==> src/rtl/spi_btn_led_regs_if.sv <==
// SPI link from the ESP32 (master) to the FPGA register slave, mode 0.
// The slave drives MISO plus an enable that the top level uses to tristate the pin.
interface spi_btn_led_regs_if;
    logic spi_csn;
    logic spi_sclk;
    logic spi_mosi;
    logic spi_miso;
    logic spi_miso_oe;

    modport master (
        output spi_csn,
        output spi_sclk,
        output spi_mosi,
        input  spi_miso,
        input  spi_miso_oe
    );

    modport slave (
        input  spi_csn,
        input  spi_sclk,
        input  spi_mosi,
        output spi_miso,
        output spi_miso_oe
    );
endinterface

==> src/rtl/spi_btn_led_regs.sv <==
// Oversampled SPI register slave: LED register, debounced buttons and a read-to-clear
// button-change latch with an interrupt line, all clocked from clk_25mhz.
module spi_btn_led_regs #(
    parameter int DEB_BITS = 16,
    parameter int NBTN     = 7
) (
    input  logic              clk_25mhz,
    input  logic              rstn,
    input  logic [NBTN-1:0]   btn,
    spi_btn_led_regs_if.slave spi,
    output logic [7:0]        led,
    output logic [NBTN-1:0]   btn_db,
    output logic              irq
);

    typedef enum logic [1:0] {
        ST_IDLE,
        ST_ADDR,
        ST_DATA
    } state_t;

    localparam logic [7:0]          ADDR_LED = 8'h00;
    localparam logic [7:0]          ADDR_BTN = 8'h01;
    localparam logic [7:0]          ADDR_CHG = 8'h02;
    localparam logic [7:0]          ADDR_ONE = 8'h01;
    localparam logic [2:0]          BIT_ONE  = 3'd1;
    localparam logic [2:0]          BIT_LAST = 3'd7;
    localparam logic [DEB_BITS-1:0] DEB_ONE  = 1;
    localparam logic [DEB_BITS-1:0] DEB_ALL  = '1;

    logic [NBTN-1:0]     r_btnMeta;
    logic [NBTN-1:0]     r_btnSync;
    logic                r_csnMeta;
    logic                r_csnSync;
    logic                r_csnDly;
    logic                r_sclkMeta;
    logic                r_sclkSync;
    logic                r_sclkDly;
    logic                r_mosiMeta;
    logic                r_mosiSync;

    logic [DEB_BITS-1:0] r_debCnt [NBTN];
    logic [NBTN-1:0]     r_btnDb;
    logic [NBTN-1:0]     r_chg;
    logic                r_irq;

    state_t              r_state;
    logic [2:0]          r_bitCnt;
    logic [6:0]          r_rx;
    logic [7:0]          r_tx;
    logic                r_oe;
    logic [7:0]          r_addr;
    logic [7:0]          r_led;

    logic                w_csnFall;
    logic                w_csnRise;
    logic                w_sclkRise;
    logic                w_sclkFall;
    logic [DEB_BITS-1:0] w_debCntInc [NBTN];
    logic [NBTN-1:0]     w_debEvent;
    state_t              w_stateNext;
    logic                w_byteDone;
    logic                w_addrLoad;
    logic                w_dataWrite;
    logic [7:0]          w_rxNext;
    logic [7:0]          w_addrNext;
    logic [7:0]          w_ledNext;
    logic [7:0]          w_btnByte;
    logic [7:0]          w_chgByte;
    logic [7:0]          w_rdData;
    logic                w_chgClr;
    logic [NBTN-1:0]     w_chgNext;

    // csn/sclk synchronisers reset to their idle levels so reset release never fakes an edge
    always_ff @(posedge clk_25mhz or negedge rstn) begin
        if (!rstn) begin
            r_btnMeta  <= '0;
            r_btnSync  <= '0;
            r_csnMeta  <= 1'b1;
            r_csnSync  <= 1'b1;
            r_csnDly   <= 1'b1;
            r_sclkMeta <= 1'b0;
            r_sclkSync <= 1'b0;
            r_sclkDly  <= 1'b0;
            r_mosiMeta <= 1'b0;
            r_mosiSync <= 1'b0;
        end else begin
            r_btnMeta  <= btn;
            r_btnSync  <= r_btnMeta;
            r_csnMeta  <= spi.spi_csn;
            r_csnSync  <= r_csnMeta;
            r_csnDly   <= r_csnSync;
            r_sclkMeta <= spi.spi_sclk;
            r_sclkSync <= r_sclkMeta;
            r_sclkDly  <= r_sclkSync;
            r_mosiMeta <= spi.spi_mosi;
            r_mosiSync <= r_mosiMeta;
        end
    end

    assign w_csnFall  =  r_csnDly  & ~r_csnSync;
    assign w_csnRise  = ~r_csnDly  &  r_csnSync;
    assign w_sclkRise = ~r_sclkDly &  r_sclkSync;
    assign w_sclkFall =  r_sclkDly & ~r_sclkSync;

    // The accept fires on the clock where the counter would reach all-ones, so the
    // synced input has differed from btn_db for exactly 2^DEB_BITS-1 clocks
    always_comb begin
        w_debEvent = '0;
        for (int i = 0; i < NBTN; i++) begin
            w_debCntInc[i] = r_debCnt[i] + DEB_ONE;
            w_debEvent[i]  = (r_btnSync[i] != r_btnDb[i]) && (w_debCntInc[i] == DEB_ALL);
        end
    end

    always_ff @(posedge clk_25mhz or negedge rstn) begin
        if (!rstn) begin
            for (int i = 0; i < NBTN; i++) begin
                r_debCnt[i] <= '0;
            end
            r_btnDb <= '0;
        end else begin
            for (int i = 0; i < NBTN; i++) begin
                if (r_btnSync[i] == r_btnDb[i]) begin
                    r_debCnt[i] <= '0;
                end else if (w_debEvent[i]) begin
                    r_debCnt[i] <= '0;
                    r_btnDb[i]  <= r_btnSync[i];
                end else begin
                    r_debCnt[i] <= w_debCntInc[i];
                end
            end
        end
    end

    always_ff @(posedge clk_25mhz or negedge rstn) begin
        if (!rstn) begin
            r_state <= ST_IDLE;
        end else begin
            r_state <= w_stateNext;
        end
    end

    always_comb begin
        w_stateNext = r_state;
        w_byteDone  = 1'b0;
        w_addrLoad  = 1'b0;
        w_dataWrite = 1'b0;
        if (w_csnFall) begin
            w_stateNext = ST_ADDR;
        end else if (w_csnRise) begin
            w_stateNext = ST_IDLE;
        end else if ((r_state != ST_IDLE) && w_sclkRise && (r_bitCnt == BIT_LAST)) begin
            w_byteDone = 1'b1;
            if (r_state == ST_ADDR) begin
                w_stateNext = ST_DATA;
                w_addrLoad  = 1'b1;
            end else begin
                w_dataWrite = 1'b1;
            end
        end
    end

    assign w_rxNext = {r_rx, r_mosiSync};

    always_comb begin
        w_addrNext = r_addr;
        if (w_addrLoad) begin
            w_addrNext = w_rxNext;
        end else if (w_dataWrite) begin
            w_addrNext = r_addr + ADDR_ONE;
        end
    end

    assign w_ledNext = (w_dataWrite && (r_addr == ADDR_LED)) ? w_rxNext : r_led;

    always_comb begin
        w_btnByte             = '0;
        w_btnByte[NBTN-1:0]   = r_btnDb;
        w_chgByte             = '0;
        w_chgByte[NBTN-1:0]   = r_chg;
        w_rdData              = 8'h00;
        case (w_addrNext)
            ADDR_LED: w_rdData = w_ledNext;
            ADDR_BTN: w_rdData = w_btnByte;
            ADDR_CHG: w_rdData = w_chgByte;
            default:  w_rdData = 8'h00;
        endcase
    end

    // Clearing drops exactly the bits that went into tx; a same-cycle debounce event survives
    assign w_chgClr  = w_byteDone && (w_addrNext == ADDR_CHG);
    assign w_chgNext = w_chgClr ? w_debEvent : (r_chg | w_debEvent);

    always_ff @(posedge clk_25mhz or negedge rstn) begin
        if (!rstn) begin
            r_chg  <= '0;
            r_irq  <= 1'b0;
            r_addr <= 8'h00;
            r_led  <= 8'h00;
        end else begin
            r_chg  <= w_chgNext;
            r_irq  <= |r_chg;
            r_addr <= w_addrNext;
            r_led  <= w_ledNext;
        end
    end

    // The falling edge right after a byte boundary (bit count wrapped to 0) must not shift,
    // otherwise the MSB of the freshly loaded byte would be lost before the master samples it
    always_ff @(posedge clk_25mhz or negedge rstn) begin
        if (!rstn) begin
            r_bitCnt <= 3'd0;
            r_rx     <= 7'd0;
            r_tx     <= 8'h00;
            r_oe     <= 1'b0;
        end else if (w_csnFall) begin
            r_bitCnt <= 3'd0;
            r_tx     <= w_btnByte;
            r_oe     <= 1'b1;
        end else if (w_csnRise) begin
            r_bitCnt <= 3'd0;
            r_oe     <= 1'b0;
        end else if (r_state != ST_IDLE) begin
            if (w_sclkRise) begin
                r_rx     <= w_rxNext[6:0];
                r_bitCnt <= r_bitCnt + BIT_ONE;
                if (w_byteDone) begin
                    r_tx <= w_rdData;
                end
            end else if (w_sclkFall && (r_bitCnt != 3'd0)) begin
                r_tx <= {r_tx[6:0], 1'b0};
            end
        end
    end

    assign spi.spi_miso    = r_tx[7];
    assign spi.spi_miso_oe = r_oe;
    assign led             = r_led;
    assign btn_db          = r_btnDb;
    assign irq             = r_irq;

endmodule

==> src/flat_wrapper.sv <==
// flat-port wrapper written by rule: the top's interface ports become plain ports
module spi_btn_led_regs_flat 
#(
    parameter int DEB_BITS = 16,
    parameter int NBTN     = 7
)
  (clk_25mhz, rstn, btn, led, btn_db, irq, spi_spi_csn, spi_spi_sclk, spi_spi_mosi, spi_spi_miso, spi_spi_miso_oe);
  spi_btn_led_regs_if spi_i ();
  input  logic clk_25mhz;
  input  logic rstn;
  input  logic [NBTN-1:0] btn;
  output logic [7:0] led;
  output logic [NBTN-1:0] btn_db;
  output logic irq;
  input wire logic [$bits(spi_i.spi_csn)-1:0] spi_spi_csn;
  input wire logic [$bits(spi_i.spi_sclk)-1:0] spi_spi_sclk;
  input wire logic [$bits(spi_i.spi_mosi)-1:0] spi_spi_mosi;
  output wire logic [$bits(spi_i.spi_miso)-1:0] spi_spi_miso;
  output wire logic [$bits(spi_i.spi_miso_oe)-1:0] spi_spi_miso_oe;
  assign spi_i.spi_csn = spi_spi_csn;
  assign spi_i.spi_sclk = spi_spi_sclk;
  assign spi_i.spi_mosi = spi_spi_mosi;
  assign spi_spi_miso = spi_i.spi_miso;
  assign spi_spi_miso_oe = spi_i.spi_miso_oe;
  spi_btn_led_regs #(.DEB_BITS(DEB_BITS), .NBTN(NBTN)) u_core (.clk_25mhz(clk_25mhz), .rstn(rstn), .btn(btn), .spi(spi_i), .led(led), .btn_db(btn_db), .irq(irq));
endmodule
==> config.mk <==
export PLATFORM = sky130hd
export DESIGN_NAME = spi_btn_led_regs_flat
export DESIGN_NICKNAME = d
export VERILOG_FILES = /design/src/rtl/spi_btn_led_regs_if.sv /design/src/rtl/spi_btn_led_regs.sv /design/src/flat_wrapper.sv
export SDC_FILE = /design/constraint.sdc
export NUM_CORES = 1
export LEC_CHECK = 0
export ABC_AREA = 0
export CORE_MARGIN = 4
export CORE_UTILIZATION = 62
export CTS_CLUSTER_DIAMETER = 50
export DETAILED_ROUTE_END_ITERATION = 16
export GPL_TIMING_DRIVEN = 0
export HOLD_SLACK_MARGIN = 0.12
export PLACE_DENSITY = 0.79
export SYNTH_ARGS = -nofsm -noshare
export SYNTH_HDL_FRONTEND = slang
export SYNTH_SLANG_ARGS = --single-unit
==> constraint.sdc <==
create_clock -name clk_25mhz -period 3.2 [get_ports clk_25mhz]
set_input_delay 0.64 -clock clk_25mhz [delete_from_list [all_inputs] [get_ports clk_25mhz]]
set_output_delay 0.64 -clock clk_25mhz [all_outputs]
set_load 0.05 [all_outputs]
# Word-level counts from Yosys, hierarchy flattened
# Cells that the tools add are included.
dict set report word_totals {
  regBits 186
  wordCells 168
  out_inout_bits 18
}
dict set report classes {
  bitwise 18
  reduce_logical 35
  addsub 9
  mux 46
  eq_ne 27
}
# op count
set ops {}
lappend ops {{16-bit 2-to-1 mux} 14}
lappend ops {{16-bit by 1-bit adder with 16-bit output, second input constant} 7}
lappend ops {{16-bit equality test, second input constant} 7}
lappend ops {{8-bit 2-to-1 mux} 9}
lappend ops {{8-bit case mux with 3 select lines} 1}
lappend ops {{2-bit AND reduction} 9}
lappend ops {{3-bit nonzero test} 6}
lappend ops {{8-bit zero test} 2}
lappend ops {{1-bit 2-to-1 mux} 13}
lappend ops {{1-bit inverter} 13}
lappend ops {{1-bit logical AND} 12}
lappend ops {{3-bit 2-to-1 mux} 4}
lappend ops {{8-bit by 1-bit adder with 8-bit output, second input constant} 1}
lappend ops {{8-bit by 1-bit equality test with 1-bit output, second input constant} 1}
lappend ops {{8-bit by 2-bit equality test with 1-bit output, second input constant} 1}
lappend ops {{2-bit 2-to-1 mux} 4}
lappend ops {{4-bit AND reduction} 2}
lappend ops {{1-bit equality test} 7}
lappend ops {{7-bit 2-to-1 mux} 1}
lappend ops {{1-bit inequality test} 7}
lappend ops {{7-bit OR} 1}
lappend ops {{7-bit OR reduction} 1}
lappend ops {{2-bit nonzero test} 3}
lappend ops {{1-bit AND} 4}
lappend ops {{other kinds (5)} 5}

# Longest topological paths before layout
# Gate-level depths: netlist of the first run.
dict set report depth {
  ltp_word 16
  ltp_mapped 12
  mapped_depth_nobuf 9
}

# Worst setup path before layout of the first run
# No wires, ideal clock.
dict set report synth_timing {
  kind {flip-flop to flip-flop}
  startpoint {reg u_core.r_csnSync}
  endpoint {reg u_core.r_chg[0]}
  t_arrival_ps 2547
  slack_ps 535
  period_less_slack_ps 2665
  stages_incl_launch_ff 12
  path_buffers 3
  setup_time_ps 118
  path_cell_list {dfstp_2 -> inv_1 -> ha_1 -> buf_6 -> or2_1 -> buf_2 -> buf_6 -> nor4_1 -> xor2_1 -> o32ai_1 -> nand4_2 -> a21o_1}
}
dict set report synth_between {
  elab_chain_cells 8
}
# element line
set synth_lines {}
lappend synth_lines {{from (decl)} spi_btn_led_regs.sv:34} ;# logic r_csnSync;
lappend synth_lines {{from (signal assigned)} spi_btn_led_regs.sv:91} ;# r_csnSync <= r_csnMeta;
lappend synth_lines {{1-bit inverter (*)} spi_btn_led_regs.sv:101} ;# assign w_csnFall = r_csnDly & ~r_csnSync;
lappend synth_lines {{1-bit AND (*)} spi_btn_led_regs.sv:101}
lappend synth_lines {{net u_core.w_csnFall} spi_btn_led_regs.sv:55} ;# logic w_csnFall;
lappend synth_lines {{1-bit 2-to-1 mux} spi_btn_led_regs.sv:149} ;# if (w_csnFall) begin
lappend synth_lines {{8-bit 2-to-1 mux} spi_btn_led_regs.sv:170} ;# end else if (w_dataWrite) begin
lappend synth_lines {{8-bit 2-to-1 mux} spi_btn_led_regs.sv:168} ;# if (w_addrLoad) begin
lappend synth_lines {{8-bit by 2-bit equality test with 1-bit output} spi_btn_led_regs.sv:192} ;# assign w_chgClr = w_byteDone && (w_addrNext == ADDR_CHG);
lappend synth_lines {{1-bit logical AND (*)} spi_btn_led_regs.sv:192}
lappend synth_lines {{7-bit 2-to-1 mux (*)} spi_btn_led_regs.sv:193} ;# assign w_chgNext = w_chgClr ? w_debEvent : (r_chg | w_debEvent);
lappend synth_lines {{net u_core.w_chgNext[0]} spi_btn_led_regs.sv:72} ;# logic [NBTN-1:0] w_chgNext;
lappend synth_lines {{to (signal assigned)} spi_btn_led_regs.sv:202} ;# r_chg <= w_chgNext;
lappend synth_lines {{to (decl)} spi_btn_led_regs.sv:44} ;# logic [NBTN-1:0] r_chg;
# The timed path passes the listed nets; every way through them passes the cells marked *.
# A chain may end at the register's enable or synchronous reset.

# Worst setup path after layout of the first run
dict set report layout_timing {
  startpoint {reg u_core.r_csnSync}
  endpoint {reg u_core.r_chg[6]}
}
# Same word-level chain as after synthesis.

==> results of run 1 <==
-- placed cells by master, fill, tap and decap left out, types with 18 or more instances in the layout --
master                            netlist  routed
sky130_fd_sc_hd__a21oi_1               24      24
sky130_fd_sc_hd__and3_1                23      23
sky130_fd_sc_hd__clkdlybuf4s50_1        0      28
sky130_fd_sc_hd__dfrtp_1              183     183
sky130_fd_sc_hd__ha_1                  22      22
sky130_fd_sc_hd__inv_1                 29      29
sky130_fd_sc_hd__mux2_2                27      27
sky130_fd_sc_hd__nand2_1               74      74
sky130_fd_sc_hd__nand3_1               43      43
sky130_fd_sc_hd__nand4_1               26      26
sky130_fd_sc_hd__nor2_1               127     127
sky130_fd_sc_hd__nor3_1                18      18
sky130_fd_sc_hd__xnor2_1               51      51
sky130_fd_sc_hd__xor2_1                59      59
-- synth_stat cells, types with 5 or more instances --
cell type,number
sky130_fd_sc_hd__a21oi_1,24
sky130_fd_sc_hd__xor2_1,59
sky130_fd_sc_hd__or4_1,5
sky130_fd_sc_hd__nand2b_1,13
sky130_fd_sc_hd__o22ai_1,5
sky130_fd_sc_hd__nor4b_1,5
sky130_fd_sc_hd__dfrtp_1,183
sky130_fd_sc_hd__clkbuf_1,15
sky130_fd_sc_hd__o211ai_1,5
sky130_fd_sc_hd__nor2_1,127
sky130_fd_sc_hd__mux2_2,27
sky130_fd_sc_hd__nand4_1,26
sky130_fd_sc_hd__ha_1,22
sky130_fd_sc_hd__and2_1,8
sky130_fd_sc_hd__o21ai_0,15
sky130_fd_sc_hd__xnor2_1,51
sky130_fd_sc_hd__buf_2,7
sky130_fd_sc_hd__nor2b_1,9
sky130_fd_sc_hd__a31oi_1,9
sky130_fd_sc_hd__nor4_1,17
sky130_fd_sc_hd__nand3_1,43
sky130_fd_sc_hd__nand2_1,74
sky130_fd_sc_hd__and4_1,9
sky130_fd_sc_hd__inv_1,29
sky130_fd_sc_hd__nor3_1,18
sky130_fd_sc_hd__and3_1,23
sky130_fd_sc_hd__nor2_2,7
sky130_fd_sc_hd__mux2i_1,15
sky130_fd_sc_hd__a21o_1,10
sky130_fd_sc_hd__o31ai_1,5
sky130_fd_sc_hd__o21a_1,5
-- per-layer routing --
metal	GRT usage [%]	share of wire [%]	vias up
met4	6.87	1.7	0
met5	0	0	-
met3	4.56	3.5	27
li1	-	-	3461
met1	32.1	47	3495
met2	36.3	48	145
-- cell families after synthesis --
kind of cell | count (synthesis) | synth area share [%]
XOR/XNOR | 110 | 9.98
adder cells (fa/ha/maj) | 22 | 2.85
buffers and inverters | 60 | 2.86
multiplexers | 43 | 4.82
flip-flops | 186 | 48.2
AO/OA/AOI/OAI | 118 | 9.13
AND/OR/NAND/NOR | 414 | 22.1
-- how the worst min path moves through the flow --
stage	endpoint	slack, ns	cells past startpoint
floorplan	u_core.r_btnSync[0]	0.33	0
global placement	u_core.r_btnSync[3]	0.33	0
detailed placement	u_core.r_mosiSync	0.34	0
CTS	u_core.r_debCnt[99]	0.21	1
global route	u_core.r_debCnt[99]	0.22	1
finish	u_core.r_debCnt[99]	0.18	1
-- per-stage QoR --
stage                     utilization [%]  hold slack (ns)  TNS [ns]  std cells  cell area [µm²]
after floorplan                         -            0.331         0        953             9660
after global placement               66.9            0.331  -1103.23       1193            10200
after detailed placement             67.1            0.336         0       1194            10200
after CTS                            70.8            0.206         0       1226            10800
after global routing                 70.8            0.217         0       1226            10800
final                                70.8            0.179         0       1226            10800
-- state kept, by name, summed over array words and instances (netlist names), 8 cells and up --
register / flops
u_core.r_debCnt: 112
u_core.led: 8
u_core.r_addr: 8
u_core.r_tx: 8
-- where the power goes --
part | internal, µW | switching, µW | leakage (µW)
sequential | 2430 | 96.7 | 0.00251
combinational | 120 | 167 | 0.00188
clock | 1030 | 951 | 0.000269
total | 3580 | 1210 | 0.00466
-- critical path, stage by stage, from the launching register on --
cell and delay (ns):
sky130_fd_sc_hd__dfstp_2 0.56, sky130_fd_sc_hd__inv_1 0.06, sky130_fd_sc_hd__ha_1 0.19, sky130_fd_sc_hd__buf_6 0.15
sky130_fd_sc_hd__or2_1 0.21, sky130_fd_sc_hd__buf_2 0.17, sky130_fd_sc_hd__buf_6 0.15, sky130_fd_sc_hd__nor3_1 0.28
sky130_fd_sc_hd__a31oi_1 0.19, sky130_fd_sc_hd__o31ai_4 0.36, sky130_fd_sc_hd__nand4_2 0.32, sky130_fd_sc_hd__a21o_1 0.28
-- layout make-up --
class	instances	area share [%]
Timing Repair Buffer	30	2.99
Buffer	30	1.53
Sequential cell	186	43.1
Tap cell	211	2.44
Multi-Input combinational cell	707	43.8
Clock buffer	18	4.06
Inverter	30	1.04
Clock inverter	14	1.04
-- timing repair --
action                     CTS  global route
setup endpoints to repair    0            14
setup buffers                0             0
resized for setup            0             4
==> metrics.log, run 1 <==
INFO  metric p_leak = 0.00466 µW
INFO  metric dp_slack = 0.121 ns
INFO  metric grt_util_all_layers = 22.9%
INFO  metric synth_edf_count = 0
INFO  metric worst_hold_path_type = input port to asynchronous set/reset pin
INFO  metric design.die.area = 17600 µm²
INFO  metric placementRows = 45
INFO  metric antenna_violations_before_repair = 0
INFO  metric regToRegSetupSlack = 0.17 ns
INFO  metric start_kind = register
INFO  metric fmax = 0.330 GHz
INFO  metric htree_levels = 4
INFO  metric route.vias.total = 7128
INFO  metric drcViolationCount = 0
INFO  metric yosysSeqAreaShare = 48.2%
INFO  metric p_total = 4800 µW
INFO  metric synthCells = 953
INFO  metric cts_hold_repair.buffers = 0
INFO  metric timing.max_slew.rel_slack = 40.0%
INFO  metric setup.worst_path.end_class = register
INFO  metric die_x = 133 µm
INFO  metric worst_skew_pair.late_latency = 0.43 ns
INFO  metric final.setup.worst_slack = 0.174 ns
INFO  metric synth_unique_cells = 75
INFO  metric max-clock-path-buffers = 2
INFO  metric antenna_cells_inserted = 0
INFO  metric drt_iter0_drc = 533
INFO  metric initial_core_util = 63.3%
INFO  metric synth_async_sr_flop_share = 100%
INFO  metric layout.area.seq = 4660 µm²
INFO  metric drt_pre_antenna_iters = 5
INFO  metric timing.clock.skew = 0.00679 ns
INFO  metric cellPowerDensity = 444 nW/µm²
INFO  metric first_global_vias = 6796
INFO  metric synth.ff_latch_count = 186
INFO  metric clk_transition_reported_paths = 0.07 ns
INFO  metric r2r-end = u_core.r_chg[6]
INFO  metric count_of_synthesis_stage_warnings_from_yosys = 0
INFO  metric multi_input_gate_area_in_the_final_layout = 4730 µm²
INFO  metric core-area = 15300 µm²
INFO  metric cts_root_buffer = sky130_fd_sc_hd__clkbuf_16
INFO  metric grt_first_pass_wirelength = 33100 µm
INFO  metric fin_crit = 3.03 ns
INFO  metric timing.critical_path.arrival = 3.34 ns
INFO  metric gp_routability_congestion = 0.903
INFO  metric synth_top_area_share = 47.4%
INFO  metric fill_cells = 1136
INFO  metric crit_path_max_fanout = 10
INFO  metric syn-mean-instance-area = 10.1 µm²
INFO  metric cts_sinks = 186
INFO  metric finalMaxSlewViolations = 0
INFO  metric syn_area = 9660 µm²
INFO  metric post_route_cells_drive_above_1_share = 11.4%
INFO  metric timing_worst_slew_pin_value = 0.896 ns
INFO  metric routed_wl = 19300 µm
INFO  metric largest_net_degree_at_the_start_of_global_routing = 104
INFO  metric rsz0062_at_grt = false
INFO  metric timing.max_cap.violations = 0
INFO  metric critPathCapture = u_core.r_chg[6]
INFO  metric synth_top_area_cell = sky130_fd_sc_hd__dfrtp_1
INFO  metric detailed_place_hpwl = 13200 µm
INFO  metric numPortBuffers = 29
INFO  metric dieHeight = 133 µm
INFO  metric timing.setup.critical_path_class = register to register
INFO  metric vdd_ir_drop_max = 417 µV
INFO  metric vias_per_cell = 5.81
INFO  metric status = finished clean
INFO  metric synth_flop_cell = sky130_fd_sc_hd__dfrtp_1
INFO  metric worst_setup_path_start = u_core.r_csnSync
INFO  metric final.period_utilization = 94.6%
INFO  metric route.antenna.remaining_nets = 0
INFO  metric globalRoute.totalOverflow = 0
INFO  metric cts_inserted_buffers = 17
INFO  metric area_added_between_synthesis_and_finish = 11.9%
INFO  metric tritoncts = built
INFO  metric design.portCount = 30
INFO  metric avgRoutedWirePerCell = 15.7 µm
INFO  metric hold_viol_final = 0
INFO  metric report.final.setup_viol = 0
INFO  metric worst-r2r-cell-count = 11
INFO  metric cp_data_required_time = 3.52 ns
INFO  metric nets = 1036
INFO  metric synth_fp_nets = 987
INFO  metric startpoint_of_the_worst_register_to_register_path = u_core.r_csnSync
INFO  metric synth.top_cells.by_area = sky130_fd_sc_hd__dfrtp_1, sky130_fd_sc_hd__xor2_1, sky130_fd_sc_hd__nor2_1
(Power assumes the default switching activity.)
==> run 2: changes to the inputs <==
--- a/config.mk
+++ b/config.mk
@@ -6,13 +6,16 @@
 export NUM_CORES = 1
 export LEC_CHECK = 0
 export ABC_AREA = 0
+export ABC_CLOCK_PERIOD_IN_PS = 3200
 export CORE_MARGIN = 4
-export CORE_UTILIZATION = 62
+export CORE_UTILIZATION = 64
+export CTS_BUF_LIST = sky130_fd_sc_hd__clkbuf_8
 export CTS_CLUSTER_DIAMETER = 50
 export DETAILED_ROUTE_END_ITERATION = 16
+export GPL_ROUTABILITY_DRIVEN = 1
 export GPL_TIMING_DRIVEN = 0
 export HOLD_SLACK_MARGIN = 0.12
-export PLACE_DENSITY = 0.79
+export PLACE_DENSITY = 0.82
 export SYNTH_ARGS = -nofsm -noshare
 export SYNTH_HDL_FRONTEND = slang
 export SYNTH_SLANG_ARGS = --single-unit
==> run 2 against run 1 <==
- critical path depth is the same
- setup slack better by 0.015 ns
- routed wire length decreased by 3.4%
- global-route usage up 0.27 points
- non-clock buffer count is 1 higher
- maximum frequency grew 0.49%
- sequential share of layout area grew 0.59 points
- clock power down 16%
- core utilization grew 2.0 points
- critical path type unchanged
- largest power group unchanged
==> metrics.log, run 2 (same netlist as run 1, synthesis figures left out) <==
INFO  metric status = finished clean
INFO  metric cpLargestDelayFamily = compound AO/OA/AOI/OAI gates
INFO  metric core-area = 14600 µm² (-4.0%)
INFO  metric antenna_cells_inserted = 0 (unchanged)
INFO  metric die_x = 131 µm (-1.5%)
INFO  metric design.portCount = 30 (unchanged)
INFO  metric crit_chain = inv_1 -> ha_1 -> buf_6 -> or2_1 -> buf_2 -> buf_6 -> nor3_1 -> a31oi_1 -> o31ai_4 -> nand4_2 -> a21o_1
INFO  metric finalSetupTns = 0 ns (unchanged)
INFO  metric globalRoute.totalOverflow = 0 (unchanged)
INFO  metric first_global_vias = 6672 (-1.8%)
INFO  metric timing.max_slew.rel_slack = 40.8% (+0.80 points)
INFO  metric cts_inserted_buffers = 17 (unchanged)
INFO  metric timing.max_cap.violations = 0 (unchanged)
INFO  metric drt_iter0_drc = 489 (-8.3%)
INFO  metric area_added_between_synthesis_and_finish = 10.4%
INFO  metric timing.critical_path.arrival = 3.36 ns (+0.02 ns)
INFO  metric route.antenna.remaining_nets = 0 (unchanged)
INFO  metric cp_data_required_time = 3.55 ns (+0.03 ns)
INFO  metric p_leak = 0.00461 µW (-1.0%)
INFO  metric grt_util_all_layers = 23.1% (+0.27 points)
INFO  metric startpoint_of_the_worst_register_to_register_path = u_core.r_csnSync
INFO  metric cellPowerDensity = 420 nW/µm² (-5.5%)
INFO  metric design.die.area = 17100 µm² (-2.9%)
INFO  metric hold_start = u_core.r_btnMeta[6]
INFO  metric place.detailed.instances = 1167 (-2.3%)
INFO  metric post-cts-setup-buffers = 0 (unchanged)
INFO  metric detailed_place_hpwl = 12800 µm (-3.2%)
INFO  metric avgRoutedWirePerCell = 15.5 µm (-1.3%)
INFO  metric final.setup.worst_slack = 0.189 ns (+0.0148 ns)
INFO  metric cts_root_buffer = sky130_fd_sc_hd__clkbuf_8
INFO  metric most_common_cell_after_layout_fill_and_taps_aside = sky130_fd_sc_hd__dfrtp_1
INFO  metric largest_register_ffs = 112 (unchanged)
INFO  metric fill_cells = 1019 (-10%)
INFO  metric path_buf_inv = 4 (unchanged)
INFO  metric numPortBuffers = 29 (unchanged)
INFO  metric crit_path_max_fanout = 10 (unchanged)
INFO  metric placementRows = 44 (-2.2%)
INFO  metric fmax = 0.332 GHz (+0.49%)
INFO  metric htree_levels = 4 (unchanged)
INFO  metric path_common_cell = sky130_fd_sc_hd__buf_6
INFO  metric start_kind = register
INFO  metric max-clock-path-buffers = 2 (unchanged)
INFO  metric route.vias.total = 7138 (+0.14%)
INFO  metric layout.cells.non_filler = 1200 (-2.1%)
INFO  metric drcViolationCount = 0 (unchanged)
INFO  metric vias_per_cell = 5.95 (+2.3%)
INFO  metric antenna_violations_before_repair = 0 (unchanged)
INFO  metric hold_viol_final = 0 (unchanged)
INFO  metric timing.clock.skew = 0.0129 ns (+0.00607 ns)
INFO  metric rsz0062_at_grt = false
INFO  metric dieHeight = 131 µm (-1.5%)
INFO  metric timing_worst_slew_pin_value = 0.884 ns (-0.0120 ns)
INFO  metric tritoncts = built
INFO  metric report.final.setup_viol = 0 (unchanged)
INFO  metric drt_pre_antenna_iters = 5 (unchanged)
INFO  metric worst-r2r-cell-count = 11 (unchanged)
INFO  metric hold_path_end = u_core.r_btnSync[6]
INFO  metric worst_skew_pair.late_latency = 0.46 ns (+0.03 ns)
INFO  metric top_register = u_core.r_debCnt
INFO  metric regToRegSetupSlack = 0.19 ns (about the same)
INFO  metric initial_core_util = 66.0% (+2.7 points)
INFO  metric cts_sinks = 186 (unchanged)
INFO  metric most-common-layout-cells = sky130_fd_sc_hd__dfrtp_1, sky130_fd_sc_hd__nor2_1, sky130_fd_sc_hd__nand2_1
INFO  metric largest_net_degree_at_the_start_of_global_routing = 129 (+24%)
INFO  metric vdd_ir_drop_max = 437 µV (+4.8%)
INFO  metric worst_hold_path_type = register to register
INFO  metric setup.worst_path.end_class = register
INFO  metric routed_wl = 18600 µm (-3.4%)
INFO  metric finish.instance_area = 10700 µm² (-1.4%)
INFO  metric fin_crit = 3.01 ns (-0.0148 ns)
INFO  metric dp_slack = 0.133 ns (+0.0128 ns)
INFO  metric post_route_cells_drive_above_1_share = 11.4% (about the same)
INFO  metric cp_slowest_stage_delay = 0.57 ns (about the same)
INFO  metric hold_depth = 0
INFO  metric nets = 1037 (+0.097%)
INFO  metric dpl_cell_area = 10200 µm² (-0.33%)
INFO  metric finalMaxSlewViolations = 0 (unchanged)
INFO  metric gp_routability_congestion = 0.898 (-0.58%)
INFO  metric final.period_utilization = 94.1% (-0.46 points)
INFO  metric r2r-end = u_core.r_chg[5]
INFO  metric timing.setup.critical_path_class = register to register
INFO  metric grt_first_pass_wirelength = 31800 µm (-4.1%)
INFO  metric clk_transition_reported_paths = 0.10 ns (+0.03 ns)
INFO  metric timing.critical_path.slowest_stage_cell = sky130_fd_sc_hd__dfstp_2
## run 2: cell types whose count changed in the layout (fill, tap and decap cells not counted)
| cell | change |
|---|---|
| sky130_fd_sc_hd__clkbuf_8 | +18 |
| sky130_fd_sc_hd__clkbuf_16 | -17 |
| sky130_fd_sc_hd__inv_6 | -6 |
| sky130_fd_sc_hd__bufinv_16 | +3 |
| sky130_fd_sc_hd__clkinv_2 | +1 |
| sky130_fd_sc_hd__clkinv_4 | +1 |
| sky130_fd_sc_hd__clkinvlp_4 | -1 |
| sky130_fd_sc_hd__dlygate4sd3_1 | +1 |
| sky130_fd_sc_hd__inv_8 | +1 |
## run 2: per-layer routing
metal | vias up | share of wire (%) | wire length, µm | GRT usage [%]
met5 | - | 0 | 0 | 0
met4 | 0 | 1.7 | 326 | 6.11
met3 | 29 | 4.5 | 842 | 5.28
met2 | 188 | 48 | 8960 | 37.3
met1 | 3477 | 46 | 8510 | 31.9
li1 | 3444 | - | - | -
## run 2: how the worst max path moves through the flow
stage / from / end / slack, ns / cells after the start
floorplan: u_core.r_csnSync / u_core.r_chg[0] / 0.53 / 11
finish: u_core.r_csnSync / u_core.r_chg[5] / 0.19 / 11
global route: u_core.r_csnSync / u_core.r_chg[5] / 0.01 / 11
global placement: rstn / u_core.r_debCnt[88] / -5.94 / 1
CTS: u_core.r_csnSync / u_core.r_chg[5] / 0.09 / 11
detailed placement: u_core.r_csnSync / u_core.r_chg[2] / 0.13 / 11
## run 2: cell type report
class | instances | area (µm²) | share of cell area [%]
tap | 184 | 230 | 2.16
buffer | 30 | 165 | 1.55
clock inverter | 13 | 168 | 1.57
timing repair buffer | 31 | 333 | 3.12
sequential | 186 | 4660 | 43.7
clock buffer | 19 | 262 | 2.45
multi-input combinational | 707 | 4730 | 44.4
inverter | 30 | 113 | 1.06
## run 2: repair_timing
action / in CTS / in global routing
hold buffers: 1 / 0
gates resized for setup: 0 / 4
hold endpoints to repair: 58 / 0
endpoints found under the setup margin: 0 / 14
## run 2: report_power, final
| group | internal [µW] | switching (µW) | leakage [µW] |
|---|---|---|---|
| Combinational | 120 | 165 | 0.00188 |
| Clock | 822 | 841 | 0.000218 |
| Sequential | 2430 | 97.4 | 0.00251 |
| Total | 3370 | 1100 | 0.00461 |
## run 2: stage by stage
| step | hold slack [ns] | util, % | total power (µW) |
|---|---|---|---|
| after detailed placement | 0.335 | 69.7 | 2850 |
| after floorplan | 0.331 | - | 2720 |
| final | 0.361 | 72.8 | 4470 |
| after global placement | 0.331 | 69.5 | 2840 |
| after global routing | 0.366 | 72.8 | 4660 |
| after CTS | 0.364 | 72.7 | 4510 |
## run 2: worst reg2reg max path, stage by stage (launching register included)
cell and delay, ns:
sky130_fd_sc_hd__dfstp_2 0.57, sky130_fd_sc_hd__inv_1 0.05, sky130_fd_sc_hd__ha_1 0.19, sky130_fd_sc_hd__buf_6 0.14
sky130_fd_sc_hd__or2_1 0.19, sky130_fd_sc_hd__buf_2 0.17, sky130_fd_sc_hd__buf_6 0.16, sky130_fd_sc_hd__nor3_1 0.29
sky130_fd_sc_hd__a31oi_1 0.19, sky130_fd_sc_hd__o31ai_4 0.35, sky130_fd_sc_hd__nand4_2 0.32, sky130_fd_sc_hd__a21o_1 0.28
